$ cat src/rtl/led_pkg.sv
// Shared types and defaults for the LED sequencer: controller states,
// divisor-select encodings and the default step divisors at 50 MHz.
package led_pkg;

  typedef enum logic [1:0] {
    ST_IDLE  = 2'd0,
    ST_RUN   = 2'd1,
    ST_PAUSE = 2'd2
  } state_t;

  localparam logic [1:0] MODE_0 = 2'd0;
  localparam logic [1:0] MODE_1 = 2'd1;
  localparam logic [1:0] MODE_2 = 2'd2;
  localparam logic [1:0] MODE_3 = 2'd3;

  localparam logic [31:0] DIV0_DEFAULT = 32'd25000;     // 2 kHz step
  localparam logic [31:0] DIV1_DEFAULT = 32'd2000;      // 25 kHz step
  localparam logic [31:0] DIV2_DEFAULT = 32'd5000000;   // 10 Hz step
  localparam logic [31:0] DIV3_DEFAULT = 32'd25000000;  // 2 Hz step

  // Map a 2-bit mode to one of the four divisors.
  function automatic logic [31:0] div_select(input logic [1:0]  mode,
                                             input logic [31:0] d0,
                                             input logic [31:0] d1,
                                             input logic [31:0] d2,
                                             input logic [31:0] d3);
    logic [31:0] d;
    case (mode)
      MODE_0:  d = d0;
      MODE_1:  d = d1;
      MODE_2:  d = d2;
      MODE_3:  d = d3;
      default: d = d0;
    endcase
    return d;
  endfunction

endpackage

$ cat src/rtl/step_tick.sv
// Step counter: counts 1..div while enabled and emits a registered one-cycle
// tick when the count wraps. A divisor below 2 wraps on every enabled cycle.
// 'step' is the unregistered wrap condition, so the owner can register its
// own state from the very same condition as tick.
module step_tick (
  input  logic        fin,
  input  logic        reset,
  input  logic        en,
  input  logic        clr,
  input  logic [31:0] div,
  output logic        tick,
  output logic        step
);

  logic [31:0] count;

  // '>=' rather than '==' also covers div of 0 and 1.
  assign step = en && (count >= div);

  // Count register and registered tick; clear takes priority over counting.
  always_ff @(posedge fin or posedge reset) begin
    if (reset) begin
      count <= 32'd1;
      tick  <= 1'b0;
    end else if (clr) begin
      count <= 32'd1;
      tick  <= 1'b0;
    end else if (step) begin
      count <= 32'd1;
      tick  <= 1'b1;
    end else if (en) begin
      count <= count + 32'd1;
      tick  <= 1'b0;
    end else begin
      tick  <= 1'b0;
    end
  end

endmodule

$ cat src/rtl/led_seq_ctrl.sv
// LED sequencer controller: IDLE/RUN/PAUSE FSM, rotate/bounce pattern
// register and the divisor configuration handshake.
// Handshake: a divisor change transfers on a cycle where cfg_valid and
// cfg_ready are both high; cfg_ready is low in RUN and the request is then
// simply not taken, so the requester keeps cfg_valid up until it sees ready.
module led_seq_ctrl
  import led_pkg::*;
#(
  parameter logic [31:0] DIV0 = DIV0_DEFAULT,
  parameter logic [31:0] DIV1 = DIV1_DEFAULT,
  parameter logic [31:0] DIV2 = DIV2_DEFAULT,
  parameter logic [31:0] DIV3 = DIV3_DEFAULT
) (
  input  logic       fin,
  input  logic       reset,
  input  logic       start,
  input  logic       stop,
  input  logic       pat,
  input  logic       cfg_valid,
  input  logic [1:0] cfg_mode,
  output logic       cfg_ready,
  output logic [7:0] led,
  output logic       tick,
  output logic       busy,
  output logic [1:0] state_dbg
);

  state_t      state, state_nxt;
  logic [31:0] div_q;
  logic        dir_left;
  logic        pat_q;
  logic        cnt_en, cnt_clr, step;
  logic        cfg_xfer;
  logic [7:0]  led_step;
  logic        dir_step;

  assign cfg_xfer  = cfg_valid && cfg_ready;
  assign state_dbg = state;

  // State register.
  always_ff @(posedge fin or posedge reset) begin
    if (reset) state <= ST_IDLE;
    else       state <= state_nxt;
  end

  // Next-state logic; stop wins over start in every state.
  always_comb begin
    state_nxt = state;
    case (state)
      ST_IDLE:  if (start && !stop) state_nxt = ST_RUN;
      ST_RUN:   if (stop)           state_nxt = ST_PAUSE;
      ST_PAUSE: if (stop)           state_nxt = ST_IDLE;
                else if (start)     state_nxt = ST_RUN;
      default:                      state_nxt = ST_IDLE;
    endcase
  end

  // State-decoded outputs and counter controls. The counter is frozen on the
  // RUN cycle that sees stop so nothing advances on the way into PAUSE.
  always_comb begin
    cfg_ready = (state != ST_RUN);
    busy      = (state != ST_IDLE);
    cnt_en    = (state == ST_RUN) && !stop;
    cnt_clr   = cfg_xfer || ((state == ST_PAUSE) && stop);
  end

  step_tick u_step_tick (
    .fin   (fin),
    .reset (reset),
    .en    (cnt_en),
    .clr   (cnt_clr),
    .div   (div_q),
    .tick  (tick),
    .step  (step)
  );

  // Divisor register, loaded on a configuration transfer.
  always_ff @(posedge fin or posedge reset) begin
    if (reset)         div_q <= DIV0;
    else if (cfg_xfer) div_q <= div_select(cfg_mode, DIV0, DIV1, DIV2, DIV3);
  end

  // Next pattern value and direction for one step.
  always_comb begin
    led_step = {led[6:0], led[7]};
    dir_step = dir_left;
    if (pat_q) begin
      led_step = dir_left ? {led[6:0], 1'b0} : {1'b0, led[7:1]};
      if (led_step == 8'h80)      dir_step = 1'b0;
      else if (led_step == 8'h01) dir_step = 1'b1;
    end
  end

  // Pattern register: load on start from IDLE, clear on PAUSE->IDLE,
  // advance on the same step condition that raises tick.
  always_ff @(posedge fin or posedge reset) begin
    if (reset) begin
      led      <= 8'h00;
      dir_left <= 1'b1;
      pat_q    <= 1'b0;
    end else if ((state == ST_IDLE) && (state_nxt == ST_RUN)) begin
      led      <= 8'h01;
      dir_left <= 1'b1;
      pat_q    <= pat;
    end else if ((state == ST_PAUSE) && stop) begin
      led      <= 8'h00;
    end else if (step) begin
      led      <= led_step;
      dir_left <= dir_step;
    end
  end

endmodule

$ cat config.mk
export PLATFORM = sky130hd
export DESIGN_NAME = led_seq_ctrl
export DESIGN_NICKNAME = d
export VERILOG_FILES = /design/src/rtl/led_pkg.sv /design/src/rtl/step_tick.sv /design/src/rtl/led_seq_ctrl.sv
export SDC_FILE = /design/constraint.sdc
export NUM_CORES = 1
export LEC_CHECK = 0
export BUFFER_PORTS_ARGS = -buffer_cell sky130_fd_sc_hd__buf_4
export CAP_MARGIN = 20
export CORE_MARGIN = 2
export CORE_UTILIZATION = 45
export CTS_BUF_LIST = sky130_fd_sc_hd__clkbuf_16
export CTS_CLUSTER_SIZE = 20
export DETAILED_ROUTE_END_ITERATION = 12
export SETUP_SLACK_MARGIN = 0.15
export SLEW_MARGIN = 10
export SYNTH_ARGS = -nofsm -noshare
export SYNTH_HDL_FRONTEND = slang
export SYNTH_SLANG_ARGS = --single-unit
$ cat constraint.sdc
create_clock -name fin -period 2.6 [get_ports fin]
set_clock_uncertainty 0.1 [all_clocks]
set_input_delay 0.39 -clock fin [delete_from_list [all_inputs] [get_ports fin]]
set_output_delay 0.39 -clock fin [all_outputs]
set_load 0.1 [all_outputs]
---- Yosys cells after proc, flatten, opt, wreduce, memory -nomap -nowiden ----
Index checks and enable logic that the tools add are counted.
storage, ports and cells
  flip-flop bits (word level) ............. 77
  logic and storage cells ................. 58
  input bits .............................. 8
operators by class
  magnitude comparators ................... 1
  multiplexer cells ....................... 22
  add/sub/neg operators ................... 1
  reduce and logical (&&, ||, !) cells .... 17
  equality and inequality tests ........... 10
operator list
  operator                                                number
  one-hot mux 32 bit (4 select lines)                     1
  two-way mux 32 bit                                      3
  two-way mux 8 bit                                       5
  adder 32 x 1 -> 32 bit (second input constant)          1
  >= comparator 32 bit                                    1
  nonzero test 3 bit                                      3
  equality test 8 x 1 -> 1 bit (second input constant)    1
  equality test 8 bit (second input constant)             1
  two-way mux 1 bit                                       8
  two-way mux 2 bit                                       4
  equality test 2 x 1 -> 1 bit (second input constant)    3
  equality test 2 bit (second input constant)             3
  logical AND 1 bit                                       6
  one-hot mux 2 bit (3 select lines)                      1
  nonzero test 2 bit                                      3
  zero test 2 bit                                         2
  inequality test 2 x 1 -> 1 bit (second input constant)  2
  AND reduction 4 bit                                     1
  zero test 1 bit                                         1
  logical OR 1 bit                                        1

---- Logic depth before layout (Yosys ltp) ----
Gate-level depths: netlist (run 1).
  word-level depth ........................ 8
  depth in mapped cells ................... 10

---- Hierarchy ----
Synthesis (run 1) repeated with hierarchy kept, for this count alone.
second synthesis, totals
  cell total of the unflattened synthesis .. 460
  area total of the unflattened synthesis .. 4,041.4 µm²
modules (own cells, without submodules)
  module        area each (µm²)  seq. area each (µm²)  times used  cells an instance
  step_tick     2,870.3          827.0                 1           350
  led_seq_ctrl  1,171.1          558.0                 1           110

---- Worst setup path after synthesis (run 1) ----
OpenSTA, ideal clock, no wires.
  path type ............................... reg-to-reg
  start ................................... register state[1], in the netlist state_dbg[1]
  end ..................................... register u_step_tick.count[22]
  arrival time ............................ 3.158 ns
  clock period less this slack ............ 3.345 ns
  path slack .............................. -0.745 ns
  library setup time ...................... 0.087 ns
  stages on the path, launching flop included .. 9
  cells stage by stage .................... dfrtp_1 nand2b_1 clkbuf_1 nor2_1 nor3_1 buf_2 buf_2 nand2_1 o211ai_1
between the ends
  elaborated cells on any way between the ends .. 11
  those cells by class .................... 3 x eq/ne; 2 x mux; 6 x reduce/logical
RTL lines
  what                                                                       RTL line            source
  start: declaration                                                         led_seq_ctrl.sv:28  state_t state, state_nxt;
  start signal: assignment                                                   led_seq_ctrl.sv:43  else state <= state_nxt;
  inequality test 2 x 1 -> 1 bit (*)                                         led_seq_ctrl.sv:61  cfg_ready = (state != ST_RUN);
  named net cfg_ready                                                        led_seq_ctrl.sv:21  output logic cfg_ready,
  logical AND 1 bit (*)                                                      led_seq_ctrl.sv:37  assign cfg_xfer = cfg_valid && cfg_ready;
  logical OR 1 bit (*)                                                       led_seq_ctrl.sv:64  cnt_clr = cfg_xfer || ((state == ST_PAUSE) && stop);
  nonzero test 3 bit (no line) / two-way mux 32 bit (equally long branches)  -
  end signal: assignment                                                     step_tick.sv:32     count <= count + 32'd1;
  end: declaration                                                           step_tick.sv:15     logic [31:0] count;
Mark *: on every way through the listed nets, which the timed path passes. The rest lies on a longest branch.
A chain may end at the register's enable or synchronous reset.

---- Worst setup path after layout (run 1) ----
  start ................................... register div_q[13]
  end ..................................... register u_step_tick.count[17]
between the ends
  longest elaborated chain between the ends .. 4
  elaborated cells on any way between the ends .. 5
  those cells by class .................... 1 x order compare; 2 x mux; 2 x reduce/logical
RTL lines
  what                      RTL line            source
  start: declaration        led_seq_ctrl.sv:29  logic [31:0] div_q;
  start signal: assignment  led_seq_ctrl.sv:80  else if (cfg_xfer) div_q <= div_select(cfg_mode, DIV0, DIV1, DIV2, DIV3);
  >= comparator 32 bit (*)  step_tick.sv:18     assign step = en && (count >= div);
  logical AND 1 bit (*)     step_tick.sv:18
  two-way mux 32 bit        step_tick.sv:28     end else if (step) begin
  two-way mux 32 bit        step_tick.sv:25     end else if (clr) begin
Mark *: on every way between the ends. The rest lies on a longest branch, timed or not.

==> out/summary.json, run 1 <==
{
  "layout-area-overhead-vs-synth": {"value": 21.80, "unit": "%"},
  "dr.max_layer_used": {"value": "met4"},
  "critPathTopFamily": {"value": "compound AO/OA/AOI/OAI gates"},
  "max_slew_margin": {"value": 50.94, "unit": "%"},
  "wl_met3": {"value": 191, "unit": "um"},
  "route.vias.total": {"value": 2902},
  "number_of_global_route_vias_before_repair": {"value": 2806},
  "max-clock-path-buffers": {"value": 2},
  "p_leak": {"value": 1.832, "unit": "nW"},
  "utilization": {"value": 55.79, "unit": "%"},
  "run_status": {"value": "completed"},
  "yosysTopAreaCell": {"value": "sky130_fd_sc_hd__dfrtp_1"},
  "path_common_cell": {"value": "sky130_fd_sc_hd__buf_6"},
  "die_width": {"value": 92.00, "unit": "um"},
  "p_sw_share": {"value": 28.29, "unit": "%"},
  "synthMostInstantiatedCell": {"value": "sky130_fd_sc_hd__dfrtp_1"},
  "clock_sink_count": {"value": 55},
  "drt_pre_antenna_iters": {"value": 4},
  "critical_path.reg2reg.endpoint": {"value": "u_step_tick.count[17]"},
  "worst_r2r_startpoint": {"value": "div_q[13]"},
  "timing_worst_setup_path_type": {"value": "reg2reg"},
  "start_util": {"value": 45.81, "unit": "%"},
  "rsz_0062_raised_after_global_routing": {"value": "true"},
  "filler_cell_count": {"value": 694},
  "hp-start": {"value": "stop"},
  "finalInstanceArea": {"value": 4244, "unit": "um2"},
  "tritoncts": {"value": "done"},
  "power.share.clock": {"value": 39.3, "unit": "%"},
  "global_route_wire_length_before_repair": {"value": 13.85, "unit": "mm"},
  "fin_crit_sh": {"value": 93.62, "unit": "%"},
  "hold_violations": {"value": 0},
  "crit_arrival": {"value": 2510, "unit": "ps"},
  "synthDistinctLibCells": {"value": 56},
  "detailedPlacementHpwl": {"value": 5.918, "unit": "mm"},
  "cp_data_required_time": {"value": 2680, "unit": "ps"},
  "layout.nets": {"value": 443},
  "antenna_cells_inserted": {"value": 0},
  "grt_start_max_net_pins": {"value": 22},
  "combinationalPowerShare": {"value": 18.7, "unit": "%"},
  "cellPowerDensity": {"value": 525.2, "unit": "nW/um2"},
  "min_path_type": {"value": "in2reg"},
  "ys.warnings.count": {"value": 0},
  "synth_edf_count": {"value": 0},
  "synth_top_cells_by_area": {"value": "sky130_fd_sc_hd__dfrtp_1 34%, sky130_fd_sc_hd__ha_1 9.7%, sky130_fd_sc_hd__dfstp_2 5.3%"},
  "clock.fmax": {"value": 0.4108, "unit": "GHz"},
  "crit_slowest_cell": {"value": "sky130_fd_sc_hd__dfstp_2"},
  "track_usage": {"value": 20.54, "unit": "%"},
  "design.core.area": {"value": 7607, "unit": "um2"},
  "placedInstanceArea": {"value": 3827, "unit": "um2"},
  "wirelength_met1": {"value": 3.855, "unit": "mm"},
  "ys_async_sr_fraction": {"value": 100.0, "unit": "%"},
  "wl_met2": {"value": 4.250, "unit": "mm"},
  "period_minus_slack": {"value": 2434, "unit": "ps"},
  "drt_drc_violations_left": {"value": 0},
  "fp-row-count": {"value": 32},
  "global_route.overflow_total": {"value": 0},
  "synth.top_cell.area_share": {"value": 34.47, "unit": "%"},
  "synthesis.nets": {"value": 404},
  "crit_path_start_kind": {"value": "flip-flop"},
  "io_buffer_count": {"value": 20},
  "rrSetupSlack": {"value": 170, "unit": "ps"},
  "max_stage_delay": {"value": 540, "unit": "ps"},
  "drive_gt1_share": {"value": 26.41, "unit": "%"},
  "timing.setup.tns": {"value": 0, "unit": "ps"},
  "ys_seq_area_share": {"value": 39.75, "unit": "%"},
  "detail-route-antenna-nets": {"value": 0},
  "synth.avg_cell_area": {"value": 9.443, "unit": "um2"},
  "path_cells": {"value": "inv_2 > ha_4 > nand4b_1 > nor3_2 > o21a_1 > o41ai_4 > buf_6 > buf_6 > a31o_1 > a22o_1"},
  "htree_num_levels": {"value": 2},
  "insertion_delay": {"value": 290, "unit": "ps"},
  "final.hold.worst_slack": {"value": 178.5, "unit": "ps"},
  "ir_worst_vdd": {"value": 294.5, "unit": "uV"},
  "timing.hold.worst_path_depth": {"value": 2},
  "die_height": {"value": 92.00, "unit": "um"},
  "synth-main-ff-cell": {"value": "sky130_fd_sc_hd__dfrtp_1"},
  "worst_r2r_path_depth": {"value": 10},
  "timing.max_cap.violations": {"value": 0},
  "totalWireLength": {"value": 8.457, "unit": "mm"},
  "seqPwrFrac": {"value": 42.0, "unit": "%"},
  "critPathMaxFanout": {"value": 8},
  "crit_path_end_kind": {"value": "flip-flop"},
  "place_congestion": {"value": 0.8013},
  "max_slew.worst_pin.slew": {"value": 734.4, "unit": "ps"},
  "total_switching_power": {"value": 630.6, "unit": "uW"},
  "post_drt_via_cell_ratio": {"value": 5.679},
  "wl_per_cell": {"value": 16.55, "unit": "um"},
  "clockRootBuffer": {"value": "sky130_fd_sc_hd__clkbuf_16"},
  "cell_internal_pwr": {"value": 1.599, "unit": "mW"},
  "finalSetupViolCount": {"value": 0},
  "hold_path_end": {"value": "state_dbg[0]"},
  "design.die.area": {"value": 8463, "unit": "um2"},
  "synth.cells.most_frequent": {"value": "48 x sky130_fd_sc_hd__dfrtp_1, 39 x sky130_fd_sc_hd__nand2_1, 28 x sky130_fd_sc_hd__nor2_1, 27 x sky130_fd_sc_hd__ha_1, 25 x sky130_fd_sc_hd__inv_1"},
  "syn_area": {"value": 3485, "unit": "um2"},
  "worst_setup_hold_path_clk_slew": {"value": 70, "unit": "ps"},
  "numCtsBuffers": {"value": 5},
  "ys_seq_elements": {"value": 55},
  "drt_iter0_markers": {"value": 159},
  "pins_over_slew_limit": {"value": 0},
  "syn-instance-count": {"value": 369},
  "boundaryPins": {"value": 21},
  "cp.buffers_inverters": {"value": 3},
  "antenna_violations_before_repair": {"value": 0}
}
[layout by cell type (no fill, tap or decap), drive strengths merged, types with 2 or more instances in the layout]
cell	Yosys	routed
o311ai	5	5
o31ai	3	3
and3	4	4
inv	25	25
nor4	3	3
nand2	40	40
a21oi	8	8
o21ai	22	22
dfrtp	48	48
a211oi	9	9
a22o	2	2
bufinv	0	2
mux2i	14	14
o22ai	2	2
nor2	28	28
nand2b	4	4
ha	27	27
nor3	9	9
a31oi	11	11
and2	13	13
nor2b	2	2
or2	4	4
a41oi	2	2
buf	11	45
clkbuf	3	5
nand3b	5	5
nand4b	5	5
o211ai	3	3
dfstp	7	7
nand3	22	22
and4	2	2
nand4	16	16
[per-layer routing]
| metal | up-vias | global-route usage (%) |
|---|---|---|
| met2 | 48 | 35.60 |
| li1 | 1420 | - |
| met1 | 1422 | 27.05 |
| met5 | - | 0 |
| met4 | 0 | 5.597 |
| met3 | 12 | 2.712 |
[per-stage QoR]
stage / worst slack (ps) / cells / power (mW)
6_report: 165.9 / 511 / 2.229
5_1_grt: 77.74 / 511 / 2.338
4_1_cts: 116.0 / 507 / 2.193
3_5_place_dp: 95.39 / 497 / 1.321
3_3_place_gp: 141.8 / 497 / 1.313
2_1_floorplan: 225.4 / 369 / 1.221
[state kept, by name, summed over array words and instances (netlist names)]
register and flops:
div_q 10, u_step_tick.count 32, dir_left 1, state_dbg 2, pat_q 1, led 8
u_step_tick.tick 1
[timing repair]
action                                  in CTS  in global routing
gates resized for setup                      4                 32
setup buffers                                1                  3
endpoints found under the setup margin      22                 34
gates cloned                                 0                  1
endpoints found under the hold margin       14                  0
hold buffers                                 1                  0
pin swaps                                    1                 10
[cells by family after synthesis]
group | synth area share [%]
AO/OA/AOI/OAI | 15.40
XOR/XNOR | 0.5028
adder cells (fa/ha/maj) | 9.695
buffers and inverters | 5.350
flip-flops | 39.75
multiplexers | 4.345
AND/OR/NAND/NOR | 24.96
[power groups by stage]
stage          Sequential (mW)  Combinational [mW]  Clock (mW)
2_1_floorplan            0.986               0.235           0
3_3_place_gp             0.949               0.363           0
3_5_place_dp             0.951               0.371           0
4_1_cts                  0.934               0.375       0.884
5_1_grt                  0.942               0.462       0.934
6_report                 0.936               0.417       0.876
[worst max path at each step]
stage	end	cells after the start	from	slack (ps)
floorplan	led[2]	8	state_dbg[1]	230
global placement	u_step_tick.count[1]	7	u_step_tick.count[22]	140
detailed placement	u_step_tick.count[17]	9	div_q[21]	100
CTS	u_step_tick.count[17]	10	div_q[14]	120
global route	u_step_tick.count[17]	10	div_q[13]	80
finish	u_step_tick.count[17]	10	div_q[13]	170
[final cells by class]
type,count,area (um2),share of cell area (%)
clock buffer,5,125.1,2.948
timing repair buffer,46,372.9,8.785
clock inverter,3,67.56,1.592
sequential,55,1388,32.69
tap,102,127.6,3.007
inverter,25,93.84,2.211
multi-input combinational,275,2069,48.76
(Power assumes the default switching activity.)
==> run 2: changes to the inputs <==
- BUFFER_PORTS_ARGS: -buffer_cell sky130_fd_sc_hd__buf_4 -> -buffer_cell sky130_fd_sc_hd__buf_2
==> out/summary.json, run 2 (synthesis gave the netlist of run 1 again) <==
{
  "path_cells": {"value": "inv_2 > ha_4 > nand4b_1 > buf_4 > nor3_4 > o311ai_4 > o211ai_2 > buf_6 > mux2i_1 > o21ai_1"},
  "detail-route-antenna-nets": {"value": 0, "change": "unchanged"},
  "critPathTopFamily": {"value": "flip-flops"},
  "max_slew_margin": {"value": 51.39, "unit": "%", "change": "+0.45 points"},
  "biggestRegsByFlops": {"value": "u_step_tick.count (32), div_q (10), led (8)"},
  "crit_arrival": {"value": 2490, "unit": "ps", "change": "-20 ps"},
  "largest_register_ffs": {"value": 32, "change": "unchanged"},
  "cellPowerDensity": {"value": 477.4, "unit": "nW/um2", "change": "-9.1%"},
  "critical_path.reg2reg.endpoint": {"value": "led[0]"},
  "insertion_delay": {"value": 290, "unit": "ps", "change": "about the same"},
  "crit_path_end_kind": {"value": "flip-flop"},
  "timing.setup.tns": {"value": 0, "unit": "ps", "change": "unchanged"},
  "antenna_cells_inserted": {"value": 0, "change": "unchanged"},
  "clock_sink_count": {"value": 55, "change": "unchanged"},
  "min_path_type": {"value": "in2async"},
  "drt_pre_antenna_iters": {"value": 4, "change": "unchanged"},
  "tritoncts": {"value": "done"},
  "crit_path_start_kind": {"value": "flip-flop"},
  "rsz_0062_raised_after_global_routing": {"value": "true"},
  "die_width": {"value": 92.00, "unit": "um", "change": "unchanged"},
  "io_buffer_count": {"value": 20, "change": "unchanged"},
  "cp_data_required_time": {"value": 2660, "unit": "ps", "change": "-20 ps"},
  "worst_r2r_path_depth": {"value": 10, "change": "unchanged"},
  "run_status": {"value": "completed"},
  "critPathMaxFanout": {"value": 5, "change": "-3"},
  "hold_violations": {"value": 0, "change": "unchanged"},
  "max_slew.worst_pin.slew": {"value": 727.6, "unit": "ps", "change": "-6.801 ps"},
  "crit_slowest_cell": {"value": "sky130_fd_sc_hd__dfstp_2"},
  "finalSetupViolCount": {"value": 0, "change": "unchanged"},
  "grt_start_max_net_pins": {"value": 30, "change": "+36%"},
  "ir_worst_vdd": {"value": 284.0, "unit": "uV", "change": "-3.6%"},
  "htree_num_levels": {"value": 2, "change": "unchanged"},
  "place_congestion": {"value": 0.8048, "change": "+0.44%"},
  "max_stage_delay": {"value": 540, "unit": "ps", "change": "about the same"},
  "layout-area-overhead-vs-synth": {"value": 19.71, "unit": "%"},
  "design.die.area": {"value": 8463, "unit": "um2", "change": "unchanged"},
  "route.vias.total": {"value": 2845, "change": "-2.0%"},
  "wl_met3": {"value": 213, "unit": "um", "change": "+12%"},
  "drt_drc_violations_left": {"value": 0, "change": "unchanged"},
  "track_usage": {"value": 19.91, "unit": "%", "change": "-0.63 points"},
  "antenna_violations_before_repair": {"value": 0, "change": "unchanged"},
  "period_minus_slack": {"value": 2424, "unit": "ps", "change": "-10.48 ps"},
  "global_route.overflow_total": {"value": 0, "change": "unchanged"},
  "boundaryPins": {"value": 21, "change": "unchanged"},
  "layout.nets": {"value": 440, "change": "-0.68%"},
  "totalWireLength": {"value": 8.212, "unit": "mm", "change": "-2.9%"},
  "critical_path.startpoint": {"value": "div_q[14]"},
  "fp-row-count": {"value": 32, "change": "unchanged"},
  "clockRootBuffer": {"value": "sky130_fd_sc_hd__clkbuf_16"},
  "timing.max_cap.violations": {"value": 0, "change": "unchanged"},
  "pins_over_slew_limit": {"value": 0, "change": "unchanged"},
  "rrSetupSlack": {"value": 180, "unit": "ps", "change": "about the same"},
  "worst_r2r_startpoint": {"value": "div_q[14]"},
  "start_util": {"value": 45.81, "unit": "%", "change": "unchanged"},
  "utilization": {"value": 54.84, "unit": "%", "change": "-0.95 points"},
  "fin_crit_sh": {"value": 93.22, "unit": "%", "change": "-0.40 points"},
  "wl_per_cell": {"value": 16.17, "unit": "um", "change": "-2.3%"},
  "layout_commonest_cell": {"value": "sky130_fd_sc_hd__dfrtp_1"},
  "numCtsBuffers": {"value": 5, "change": "unchanged"},
  "wirelength_met1": {"value": 3.787, "unit": "mm", "change": "-1.8%"},
  "cts_hold_buf": {"value": 0, "change": "-1"},
  "worst_setup_hold_path_clk_slew": {"value": 70, "unit": "ps", "change": "about the same"},
  "drive_gt1_share": {"value": 25.12, "unit": "%", "change": "-1.3 points"},
  "number_of_global_route_vias_before_repair": {"value": 2709, "change": "-3.5%"},
  "post_drt_via_cell_ratio": {"value": 5.600, "change": "-1.4%"},
  "die_height": {"value": 92.00, "unit": "um", "change": "unchanged"},
  "drt_iter0_markers": {"value": 136, "change": "-14%"},
  "p_leak": {"value": 1.814, "unit": "nW", "change": "-1.0%"},
  "design.core.area": {"value": 7607, "unit": "um2", "change": "unchanged"},
  "detailedPlacementHpwl": {"value": 5.712, "unit": "mm", "change": "-3.5%"},
  "cp.buffers_inverters": {"value": 3, "change": "unchanged"},
  "layout_common_cells": {"value": "46 x sky130_fd_sc_hd__dfrtp_1, 38 x sky130_fd_sc_hd__nand2_1, 27 x sky130_fd_sc_hd__nor2_1"},
  "global_route_wire_length_before_repair": {"value": 13.49, "unit": "mm", "change": "-2.6%"},
  "wl_met2": {"value": 4.059, "unit": "mm", "change": "-4.5%"},
  "clock.fmax": {"value": 0.4126, "unit": "GHz", "change": "+0.43%"},
  "dr.max_layer_used": {"value": "met4"},
  "timing_worst_setup_path_type": {"value": "reg2reg"},
  "registers.top_by_ff_count": {"value": "u_step_tick.count"},
  "max-clock-path-buffers": {"value": 2, "change": "unchanged"}
}
run 2: changes by cell type in the layout (fill, tap and decap cells not counted), moves of 3 or more:
cell / change
sky130_fd_sc_hd__buf_2: +19
sky130_fd_sc_hd__o21ai_1: +3
sky130_fd_sc_hd__inv_1: +3
sky130_fd_sc_hd__clkinv_2: +3
sky130_fd_sc_hd__inv_2: -3
sky130_fd_sc_hd__a211oi_2: +3
sky130_fd_sc_hd__a211oi_1: -3
sky130_fd_sc_hd__buf_4: -26
sky130_fd_sc_hd__ha_4: -3
sky130_fd_sc_hd__ha_1: +3
run 2: layout make-up:
| type | count | area (um2) |
|---|---|---|
| flip-flops and latches | 55 | 1388 |
| well taps | 102 | 127.6 |
| clock buffers | 5 | 125.1 |
| multi-input cells | 276 | 2071 |
| clock inverters | 3 | 15.01 |
| repair buffers | 42 | 351.6 |
| fillers | 710 | 3436 |
| inverters | 25 | 93.84 |
run 2: worst max path at each step:
stage          slack (ps)  cells past startpoint                    to
4_1_cts               150                      9  u_step_tick.count[6]
5_1_grt                90                     10                led[0]
2_1_floorplan         230                      8                led[2]
3_3_place_gp          130                      9              dir_left
6_report              180                     10                led[0]
3_5_place_dp           50                      8                led[3]
run 2: timing repair:
| item | CTS | global route |
|---|---|---|
| gates resized for setup | 9 | 28 |
| pin swaps | 6 | 7 |
| cloned | 0 | 5 |
| endpoints found under the setup margin | 22 | 32 |
| buffers inserted | 2 | 0 |
run 2: metal layers:
layer  up-vias  global-route usage (%)
met4         0                   6.468
met1      1382                   26.22
met5         -                       0
li1       1410                       -
met2        45                   33.82
met3         8                   2.794
run 2: report_power, final:
part | switching [mW] | internal (mW)
clock | 0.310 | 0.353
combinational | 0.269 | 0.125
sequential | 0.0300 | 0.904
total | 0.609 | 1.38
run 2: stage by stage:
| step | worst slack (ps) | instances | hold slack, ps | power [mW] | area, um2 |
|---|---|---|---|---|---|
| after floorplan | 225.4 | 369 | 349.5 | 1.221 | 3491 |
| after global placement | 131.0 | 493 | 370.9 | 1.301 | 3772 |
| after detailed placement | 46.95 | 493 | 386.1 | 1.307 | 3772 |
| after CTS | 153.4 | 503 | 103.7 | 1.975 | 3971 |
| after global routing | 94.45 | 508 | 134.1 | 2.096 | 4172 |
| final | 176.4 | 508 | 74.91 | 1.992 | 4172 |
==> run 3: changes to the inputs <==
- SYNTH_HIERARCHICAL: default -> 1
==> out/summary.json, run 3 <==
{
  "yosys.area_share.adder": {"value": 12.07, "unit": "%", "change": "+2.4 points"},
  "timing.setup.tns": {"value": -3313, "unit": "ps", "change": "-3313 ps"},
  "die_width": {"value": 98.77, "unit": "um", "change": "+7.4%"},
  "drt_pre_antenna_iters": {"value": 4, "change": "unchanged"},
  "critPathMaxFanout": {"value": 2, "change": "-3"},
  "clock_sink_count": {"value": 55, "change": "unchanged"},
  "layout.nets": {"value": 614, "change": "+40%"},
  "number_of_global_route_vias_before_repair": {"value": 3792, "change": "+40%"},
  "synth-xor-area-share": {"value": 0.8669, "unit": "%", "change": "+0.36 points"},
  "clockRootBuffer": {"value": "sky130_fd_sc_hd__clkbuf_16"},
  "ys.warnings.count": {"value": 6, "change": "+6"},
  "place_congestion": {"value": 0.8859, "change": "+10%"},
  "detailedPlace.worstSlack": {"value": -351.8, "unit": "ps", "change": "-398.7 ps"},
  "hold_violations": {"value": 5, "change": "+5"},
  "syn-instance-count": {"value": 460, "change": "+25%"},
  "placedInstanceArea": {"value": 4886, "unit": "um2", "change": "+30%"},
  "track_usage": {"value": 23.19, "unit": "%", "change": "+3.3 points"},
  "ir_worst_vdd": {"value": 307.6, "unit": "uV", "change": "+8.3%"},
  "largest_register_ffs": {"value": 32, "change": "unchanged"},
  "synth_compound_area_share": {"value": 19.13, "unit": "%", "change": "+3.7 points"},
  "synth_top_cells_by_area": {"value": "sky130_fd_sc_hd__dfrtp_1 30%, sky130_fd_sc_hd__ha_1 12%, sky130_fd_sc_hd__inv_1 4.6%"},
  "cts_hold_buf": {"value": 0, "change": "unchanged"},
  "tritoncts": {"value": "done"},
  "synth.cells.most_frequent": {"value": "50 x sky130_fd_sc_hd__inv_1, 48 x sky130_fd_sc_hd__dfrtp_1, 39 x sky130_fd_sc_hd__ha_1, 36 x sky130_fd_sc_hd__a21oi_1, 34 x sky130_fd_sc_hd__nor2_1"},
  "numCtsBuffers": {"value": 5, "change": "unchanged"},
  "largest_family_of_logic_cells_by_synthesized_area": {"value": "simple AND/OR/NAND/NOR gates"},
  "utilization": {"value": 62.98, "unit": "%", "change": "+8.1 points"},
  "yosysTopAreaCell": {"value": "sky130_fd_sc_hd__dfrtp_1"},
  "detail-route-antenna-nets": {"value": 0, "change": "unchanged"},
  "violations": {"value": "negative hold slack, negative setup slack"},
  "layout-area-overhead-vs-synth": {"value": 35.91, "unit": "%"},
  "ys_async_sr_fraction": {"value": 100.0, "unit": "%", "change": "unchanged"},
  "layout_commonest_cell": {"value": "sky130_fd_sc_hd__buf_4"},
  "worst_r2r_path_depth": {"value": 14, "change": "+4"},
  "max_slew_margin": {"value": 54.24, "unit": "%", "change": "+2.9 points"},
  "registers.top_by_ff_count": {"value": "u_step_tick/count"},
  "synth_edf_count": {"value": 0, "change": "unchanged"},
  "crit_arrival": {"value": 2890, "unit": "ps", "change": "+400 ps"},
  "max-clock-path-buffers": {"value": 2, "change": "unchanged"},
  "synth_mux_area_share": {"value": 4.396, "unit": "%", "change": "+0.052 points"},
  "antenna_violations_before_repair": {"value": 0, "change": "unchanged"},
  "timing.max_cap.violations": {"value": 0, "change": "unchanged"},
  "detailedPlacementHpwl": {"value": 8.155, "unit": "mm", "change": "+43%"},
  "antenna_cells_inserted": {"value": 0, "change": "unchanged"},
  "pins_over_slew_limit": {"value": 0, "change": "unchanged"},
  "drt_drc_violations_left": {"value": 0, "change": "unchanged"},
  "design.die.area": {"value": 9755, "unit": "um2", "change": "+15%"},
  "ys_seq_elements": {"value": 55, "change": "unchanged"},
  "p_leak": {"value": 2.516, "unit": "nW", "change": "+39%"},
  "fin_cells": {"value": 676, "change": "+33%"},
  "run_status": {"value": "complete, but fails checks"},
  "final.hold.worst_slack": {"value": -5.404, "unit": "ps", "change": "-80.32 ps"},
  "placedCellCount": {"value": 654, "change": "+33%"},
  "totalPowerFinal": {"value": 2.269, "unit": "mW", "change": "+14%"},
  "post_synth_and_or_nand_nor_area_fraction": {"value": 22.48, "unit": "%", "change": "-2.5 points"},
  "biggestRegsByFlops": {"value": "u_step_tick/count (32), div_q (10), led (8)"},
  "synth.top_cell.area_share": {"value": 29.72, "unit": "%", "change": "-4.7 points"},
  "crit_path_end_kind": {"value": "flip-flop"},
  "totalWireLength": {"value": 11.01, "unit": "mm", "change": "+34%"},
  "global_route.overflow_total": {"value": 0, "change": "unchanged"},
  "timing_worst_setup_path_type": {"value": "reg2reg"},
  "finalWorstSetupSlack": {"value": -157.4, "unit": "ps", "change": "-333.8 ps"},
  "die_height": {"value": 98.77, "unit": "um", "change": "+7.4%"},
  "period_minus_slack": {"value": 2757, "unit": "ps", "change": "+333.8 ps"},
  "ys_seq_area_share": {"value": 34.27, "unit": "%", "change": "-5.5 points"},
  "wl_per_cell": {"value": 16.29, "unit": "um", "change": "+0.79%"},
  "grt_start_max_net_pins": {"value": 34, "change": "+13%"},
  "drive_gt1_share": {"value": 37.68, "unit": "%", "change": "+13 points"},
  "boundaryPins": {"value": 21, "change": "unchanged"},
  "fp-row-count": {"value": 34, "change": "+6.3%"},
  "max_slew.worst_pin.slew": {"value": 684.9, "unit": "ps", "change": "-42.71 ps"},
  "min_path_type": {"value": "in2async"},
  "synthMostInstantiatedCell": {"value": "sky130_fd_sc_hd__inv_1"},
  "layout_common_cells": {"value": "68 x sky130_fd_sc_hd__buf_4, 45 x sky130_fd_sc_hd__dfrtp_1, 44 x sky130_fd_sc_hd__inv_1"},
  "worst_setup_hold_path_clk_slew": {"value": 80, "unit": "ps", "change": "about the same"},
  "syn_area": {"value": 4041, "unit": "um2", "change": "+16%"},
  "finalInstanceArea": {"value": 5493, "unit": "um2", "change": "+32%"},
  "io_buffer_count": {"value": 20, "change": "unchanged"},
  "design.core.area": {"value": 8721, "unit": "um2", "change": "+15%"},
  "finalSetupViolCount": {"value": 40, "change": "+40"},
  "route.vias.total": {"value": 3736, "change": "+31%"},
  "start_util": {"value": 46.34, "unit": "%", "change": "+0.54 points"},
  "rsz_0062_raised_after_global_routing": {"value": "true"},
  "clock.fmax": {"value": 0.3627, "unit": "GHz", "change": "-12%"},
  "crit_path_start_kind": {"value": "flip-flop"},
  "cp_data_required_time": {"value": 2730, "unit": "ps", "change": "+70 ps"},
  "synth.avg_cell_area": {"value": 8.786, "unit": "um2", "change": "-7.0%"},
  "synthDistinctLibCells": {"value": 62, "change": "+11%"},
  "insertion_delay": {"value": 300, "unit": "ps", "change": "about the same"},
  "htree_num_levels": {"value": 2, "change": "unchanged"},
  "global_route_wire_length_before_repair": {"value": 18.23, "unit": "mm", "change": "+35%"},
  "fin_crit_sh": {"value": 106.1, "unit": "%", "change": "+13 points"},
  "drt_iter0_markers": {"value": 162, "change": "+19%"},
  "synth-main-ff-cell": {"value": "sky130_fd_sc_hd__dfrtp_1"},
  "post_drt_via_cell_ratio": {"value": 5.527, "change": "-1.3%"},
  "cellPowerDensity": {"value": 413.1, "unit": "nW/um2", "change": "-13%"}
}
==> run 3: cell types whose count changed after synthesis, sizes merged, moves of 6 or more <==
| cell | change |
|---|---|
| a21o | +8 |
| a21oi | +28 |
| a31oi | -9 |
| and2 | -11 |
| and3 | +6 |
| clkbuf | +7 |
| ha | +12 |
| inv | +25 |
| nand2 | -7 |
| nor2 | +7 |
| o21ai | +9 |
==> run 3: cells by family after synthesis <==
| group | after synthesis |
|---|---|
| AOI/OAI and AO/OA | 114 |
| xor gates and xnor gates | 4 |
| adders and majority gates | 39 |
| buffers and inverters | 66 |
| DFF | 55 |
| muxes | 17 |
| other | 1 |
| and+or+nand+nor | 164 |
==> run 3: critical path, stage by stage, from the launching register on <==
cell and delay [ps]:
sky130_fd_sc_hd__dfstp_2 540, sky130_fd_sc_hd__inv_2 40, sky130_fd_sc_hd__ha_4 260, sky130_fd_sc_hd__nand2_4 50, sky130_fd_sc_hd__nor4_4 360, sky130_fd_sc_hd__o2111ai_2 220, sky130_fd_sc_hd__a311oi_4 320, sky130_fd_sc_hd__nor2_4 70
sky130_fd_sc_hd__nor2_4 100, sky130_fd_sc_hd__buf_4 130, sky130_fd_sc_hd__buf_6 90, sky130_fd_sc_hd__nor2_2 30, sky130_fd_sc_hd__a31oi_2 180, sky130_fd_sc_hd__a21oi_1 60, sky130_fd_sc_hd__o21ai_1 120
==> run 3: timing repair <==
item	CTS	global route
buffers inserted	10	3
pin swaps	35	24
endpoints found under the hold margin	0	0
cloned	1	0
resized for setup	54	32
setup endpoints to repair	42	42
==> run 3: worst paths after layout <==
path / slack, ps / end / start
worst max-delay path: -160 / led[0] / div_q[14]
worst min-delay path: -5 / div_q[21] / reset
worst max register to register: -160 / led[0] / div_q[14]
worst min register to register: 390 / div_q[7] / div_q[7]
max in group asynchronous: 1800 / dir_left / reset
min in group fin: 210 / state_dbg[1] / start
==> run 3: routing by layer <==
metal  track usage, %  wire length [um]  vias to the layer above
li1                 -                 -                     1856
met1            30.88              4942                     1791
met2            38.62              5417                       75
met3            3.830               461                       14
met4            7.376               192                        0
met5                0                 0                        -
==> run 3: layout make-up <==
class | count | area, um2
Fill cell | 735 | 3228
Multi-Input combinational cell | 351 | 2836
Sequential cell | 55 | 1391
Timing Repair Buffer | 104 | 798.3
Inverter | 50 | 187.7
Tap cell | 108 | 135.1
Clock buffer | 5 | 125.1
Clock inverter | 3 | 18.77
==> run 3: report_power, final <==
part	internal [mW]	total, mW	switching (mW)
sequential	0.916	0.964	0.0479
combinational	0.246	0.622	0.377
clock	0.358	0.683	0.324
